==> src/rtl/bcd_a_binario_seq.sv <==
// Sequential packed-BCD to binary encoder, one digit per clock, MSD first.
// Optional macro BCD_A_BINARIO_RANGE_CHK_EN clamps valid results to MAX_VAL.
module bcd_a_binario_seq #(
    parameter int DIGITS  = 2,
    parameter int OUT     = 6,
    parameter int MAX_VAL = 59
) (
    input  logic                  clk,
    input  logic                  rst_n,
    input  logic                  start,
    input  logic [4*DIGITS-1:0]   bcd_in,
    output logic                  busy,
    output logic                  done,
    output logic                  err,
    output logic                  ovf,
    output logic [OUT-1:0]        bin_out
);

    localparam int AW = 4 * DIGITS;
    localparam int IW = (DIGITS > 1) ? $clog2(DIGITS) : 1;
    localparam logic [63:0] LIMIT = (64'd1 << OUT) - 64'd1;

    typedef enum logic {
        IDLE,
        CONV
    } state_t;

    state_t          state_q, state_d;
    logic [AW-1:0]   shadow_q, shadow_d;
    logic [AW-1:0]   acc_q, acc_d;
    logic [IW-1:0]   idx_q, idx_d;
    logic            bad_q, bad_d;
    logic            done_q, done_d;
    logic            err_q, err_d;
    logic            ovf_q, ovf_d;
    logic [OUT-1:0]  bin_q, bin_d;

    logic [3:0]      digit;
    logic            digit_bad;
    logic            bad_final;
    logic [AW-1:0]   acc_step;
    logic [63:0]     acc_ext;

    // Digit currently addressed by idx; shift-and-add avoids a multiplier.
    assign digit     = shadow_q[{idx_q, 2'b00} +: 4];
    assign digit_bad = (digit > 4'd9);
    assign bad_final = bad_q | digit_bad;
    assign acc_step  = (acc_q << 3) + (acc_q << 1) + AW'(digit);
    assign acc_ext   = 64'(acc_step);

    always_comb begin
        // NOTE: every signal gets its default before the case so no latch is inferred.
        state_d  = state_q;
        shadow_d = shadow_q;
        acc_d    = acc_q;
        idx_d    = idx_q;
        bad_d    = bad_q;
        done_d   = 1'b0;
        err_d    = err_q;
        ovf_d    = ovf_q;
        bin_d    = bin_q;

        case (state_q)
            IDLE: begin
                if (start) begin
                    shadow_d = bcd_in;
                    acc_d    = '0;
                    idx_d    = IW'(DIGITS - 1);
                    bad_d    = 1'b0;
                    state_d  = CONV;
                end
            end

            CONV: begin
                acc_d = acc_step;
                bad_d = bad_final;
                idx_d = idx_q - 1'b1;
                if (idx_q == '0) begin
                    done_d  = 1'b1;
                    state_d = IDLE;
                    if (bad_final) begin
                        // Invalid digit: previous result stays visible.
                        err_d = 1'b1;
                        ovf_d = 1'b0;
                    end else begin
                        err_d = 1'b0;
`ifdef BCD_A_BINARIO_RANGE_CHK_EN
                        if (acc_ext > 64'(MAX_VAL)) begin
                            ovf_d = 1'b1;
                            bin_d = OUT'(MAX_VAL);
                        end else begin
                            ovf_d = 1'b0;
                            bin_d = acc_ext[OUT-1:0];
                        end
`else
                        ovf_d = (acc_ext > LIMIT);
                        bin_d = acc_ext[OUT-1:0];
`endif
                    end
                end
            end

            default: state_d = IDLE;
        endcase
    end

    always_ff @(posedge clk or negedge rst_n) begin
        if (!rst_n) begin
            state_q  <= IDLE;
            shadow_q <= '0;
            acc_q    <= '0;
            idx_q    <= '0;
            bad_q    <= 1'b0;
            done_q   <= 1'b0;
            err_q    <= 1'b0;
            ovf_q    <= 1'b0;
            bin_q    <= '0;
        end else begin
            // NOTE: non-blocking assignments so all registers update from the same pre-edge values.
            state_q  <= state_d;
            shadow_q <= shadow_d;
            acc_q    <= acc_d;
            idx_q    <= idx_d;
            bad_q    <= bad_d;
            done_q   <= done_d;
            err_q    <= err_d;
            ovf_q    <= ovf_d;
            bin_q    <= bin_d;
        end
    end

    assign busy    = (state_q == CONV);
    assign done    = done_q;
    assign err     = err_q;
    assign ovf     = ovf_q;
    assign bin_out = bin_q;

endmodule

==> config.mk <==
export PLATFORM = sky130hd
export DESIGN_NAME = bcd_a_binario_seq
export DESIGN_NICKNAME = d
export VERILOG_FILES = /design/src/rtl/bcd_a_binario_seq.sv
export SDC_FILE = /design/constraint.sdc
export NUM_CORES = 1
export LEC_CHECK = 0
export BUFFER_PORTS_ARGS = -buffer_cell sky130_fd_sc_hd__buf_2
export CORE_AREA = 2 2 67 44
export DETAILED_ROUTE_END_ITERATION = 16
export DIE_AREA = 0 0 69 46
export GPL_TIMING_DRIVEN = 0
export PLACE_DENSITY_LB_ADDON = 0.05
export SKIP_LAST_GASP = 1
export SLEW_MARGIN = 30
export SYNTH_ARGS = -nofsm -noshare
export SYNTH_HDL_FRONTEND = slang
export SYNTH_SLANG_ARGS = --single-unit
==> constraint.sdc <==
create_clock -name clk -period 6.8 [get_ports clk]
set_clock_uncertainty 0.05 [all_clocks]
set_input_delay 0 -clock clk [delete_from_list [all_inputs] [get_ports clk]]
set_output_delay 0 -clock clk [all_outputs]
set_load 0.02 [all_outputs]
==> impl_metrics.json <==
{
  "ir_worst_vdd_mv": 0.280,
  "die_y_um": 46,
  "holdCritPathClass": "input pin to async pin",
  "relSlewSlack_pct": 59.9,
  "cts_tree": "done",
  "dp_cells": 164,
  "start_kind": "register",
  "hold_viol": 0,
  "die_area_mm2": 0.00317,
  "postCtsSetupBuffers": 0,
  "ys_types": 35,
  "post_drt_wl_per_cell_um": 15.4,
  "grt_max_degree": 28,
  "initial_core_util_pct": 55.0,
  "yosysSeqAreaShare_pct": 46.7,
  "final_antenna_net_count": 0,
  "dp_slack_ns": 4.10,
  "overflow": 0,
  "gp_congestion": 0.890,
  "drv_cap": 0,
  "cts.repair.resized": 0,
  "first_global_vias": 963,
  "r2r_slack_ns": 4.05,
  "clockRootBuffer": "clkbuf_8",
  "drv_slew": 0,
  "crit_path_end_kind": "register",
  "firstDrtPassIters": 4,
  "syn_inst": 110,
  "p_sw_share_pct": 40.8,
  "ys_warn_count": 0,
  "grt_usage_pct": 19.2,
  "areaGrowthSynthToFinish_pct": 19.9,
  "finalSetupViolations": 0,
  "clock_tree.buffer_depth": 2,
  "wirelength_um": 2750,
  "worstSetupPathType": "register to register",
  "p_clk_share_pct": 9.2,
  "syn_area_mm2": 0.00145,
  "drive_above_1_share_pct": 34.0,
  "syn_area_per_cell_um2": 13.1,
  "switchingPower_uw": 397,
  "io-pin-count": 21,
  "worst_pin_slew_ns": 0.601,
  "pwr-share-comb_pct": 60.4,
  "insertion_delay_ns": 0.27,
  "antenna_found_initial": 0,
  "grt_pass1_wl_um": 4590,
  "hold_buffers": 10,
  "drc": 0,
  "fin_crit_sh_pct": 40.4,
  "clk_pin_slew_ns": 0.09,
  "seqPwrFrac_pct": 30.4,
  "rows": 15,
  "worstPathArrival_ns": 2.89,
  "worst_slack_ns": 4.05,
  "p_leak_uw": 0.000861,
  "drtIter0Drc": 46,
  "fp.coreArea_mm2": 0.00263,
  "critical_path_required_ns": 6.94,
  "dp_hpwl_um": 2040,
  "cts_sinks": 27,
  "cts-htree-levels": 1,
  "cp_max_fo": 10,
  "die_w_um": 69,
  "avgViaCountPerCell": 5.47,
  "setup_tns_ns": 0,
  "antenna_cells": 0,
  "power_density_mw_per_mm2": 560,
  "nets": 168,
  "max_freq_ghz": 0.364,
  "rsz0062_at_grt": "no",
  "final_cells": 178,
  "ys_ff_latch": 27,
  "internal_power_uw": 575,
  "outcome": "finished clean",
  "num-fill-cells": 203,
  "numCtsBuffers": 3,
  "via_count": 974,
  "syn_nets": 133,
  "fin_crit_ns": 2.75,
  "portBuffers": 20
}
==> logic make-up (layout without fill, tap and decap cells) <==
logic type                 after synthesis  in the layout  share of synthesized area (%)
AOI/OAI and AO/OA                       26             26                           14.0
xor gates and xnor gates                 4              4                           3.46
adders and majority gates               12             12                           11.4
buffers and inverters                   10             44                           3.72
DFF                                     27             27                           46.7
muxes                                   18             18                           15.5
and+or+nand+nor                         13             13                           5.19
==> synthesized netlist by cell type (all sizes together) <==
cell type  instances  area, um^2
a22o               6        52.6
dfrtp             27         676
a211o              1        8.76
ha                10         125
buf                3        27.5
nand2b             1        13.8
and3               2        17.5
nor3               1        5.00
a22oi              1        7.51
a2111oi            1        15.0
mux2i              1        10.0
xor2               1        8.76
o211ai             1        7.51
o21ai              4        20.0
mux2              17         214
a31o               1        8.76
xnor2              2        17.5
a21oi              4        20.0
o31ai              1        7.51
fa                 2        40.0
inv                6        22.5
nor2               3        11.3
a21o               3        22.5
nor2b              1        6.26
a221oi             1        8.76
nand2              4        15.0
xor3               1        23.8
a2bb2oi            1        8.76
o221ai             1        15.0
and2               1        6.26
clkbuf             1        3.75
==> worst paths after layout <==
kind,startpoint,to,cells after the start
worst min register to register,shadow_q[4]$_DFFE_PN0P_,shadow_q[4]$_DFFE_PN0P_,1
worst max-delay path,idx_q$_DFFE_PN0P_,ovf$_DFFE_PN0P_,9
max in group asynchronous,rst_n,shadow_q[5]$_DFFE_PN0P_,2
min in group clk,start,acc_q[2]$_DFFE_PN0P_,3
worst max register to register,idx_q$_DFFE_PN0P_,ovf$_DFFE_PN0P_,9
worst min-delay path,rst_n,bin_out[5]$_DFFE_PN0P_,2
==> registers in the layout, summed over array words and instances (netlist names) <==
register	count
idx_q	1
done	1
bad_q	1
shadow_q	8
bin_out	6
err	1
acc_q	7
busy	1
ovf	1
==> power groups by stage <==
| stage | Clock (uW) | Combinational, uW | Sequential [uW] |
|---|---|---|---|
| after global routing | 99.3 | 651 | 306 |
| final | 89.0 | 587 | 295 |
| after detailed placement | 0 | 580 | 299 |
| after CTS | 90.8 | 590 | 296 |
| after floorplan | 0 | 426 | 318 |
| after global placement | 0 | 565 | 295 |
==> stage by stage <==
stage,area (um^2),hold slack (ns),power (uW),util (%)
after floorplan,1450,-0.346,743,-
after global placement,1590,-0.0169,860,60.5
after detailed placement,1590,-0.0113,880,60.5
after CTS,1730,0.236,977,66.0
after global routing,1730,0.276,1060,66.0
final,1730,0.222,971,66.0
==> per-layer routing <==
layer	vias up	wire [um]	GRT usage, %
li1	472	-	-
met1	483	1450	27.9
met2	17	1190	29.8
met3	2	104	5.75
met4	0	4	2.35
met5	-	0	0
==> cells in the final DEF (no fill, tap or decap), types with 2 or more instances in the layout <==
cell type / count
a22o_1: 6
nor2_1: 3
buf_2: 21
a21o_1: 3
xnor2_1: 2
clkbuf_8: 3
clkbuf_1: 2
dfrtp_1: 27
mux2_4: 6
dlygate4sd3_1: 10
nand2_1: 4
buf_6: 2
fa_1: 2
o21ai_0: 4
inv_1: 5
ha_1: 10
mux2_2: 11
a21oi_1: 4
==> worst max-delay path: stages (launching register included) <==
cell      delay, ns
dfrtp_1        0.35
buf_6          0.14
mux2_2         0.34
ha_1           0.27
ha_1           0.23
fa_1           0.42
and3_1         0.22
a221oi_1       0.34
o221ai_2       0.15
a22oi_1        0.15
==> area by class of cell <==
cell class              count  area [um^2]  share of cell area [%]
well taps                  34         42.5                    2.45
multi-input cells          73          717                    41.3
repair buffers             30          200                    11.5
flip-flops and latches     27          676                    39.0
plain buffers               4         31.3                    1.80
clock buffers               4         45.0                    2.60
inverters                   6         22.5                    1.30
Note: power is estimated with default switching activity, not from simulation.
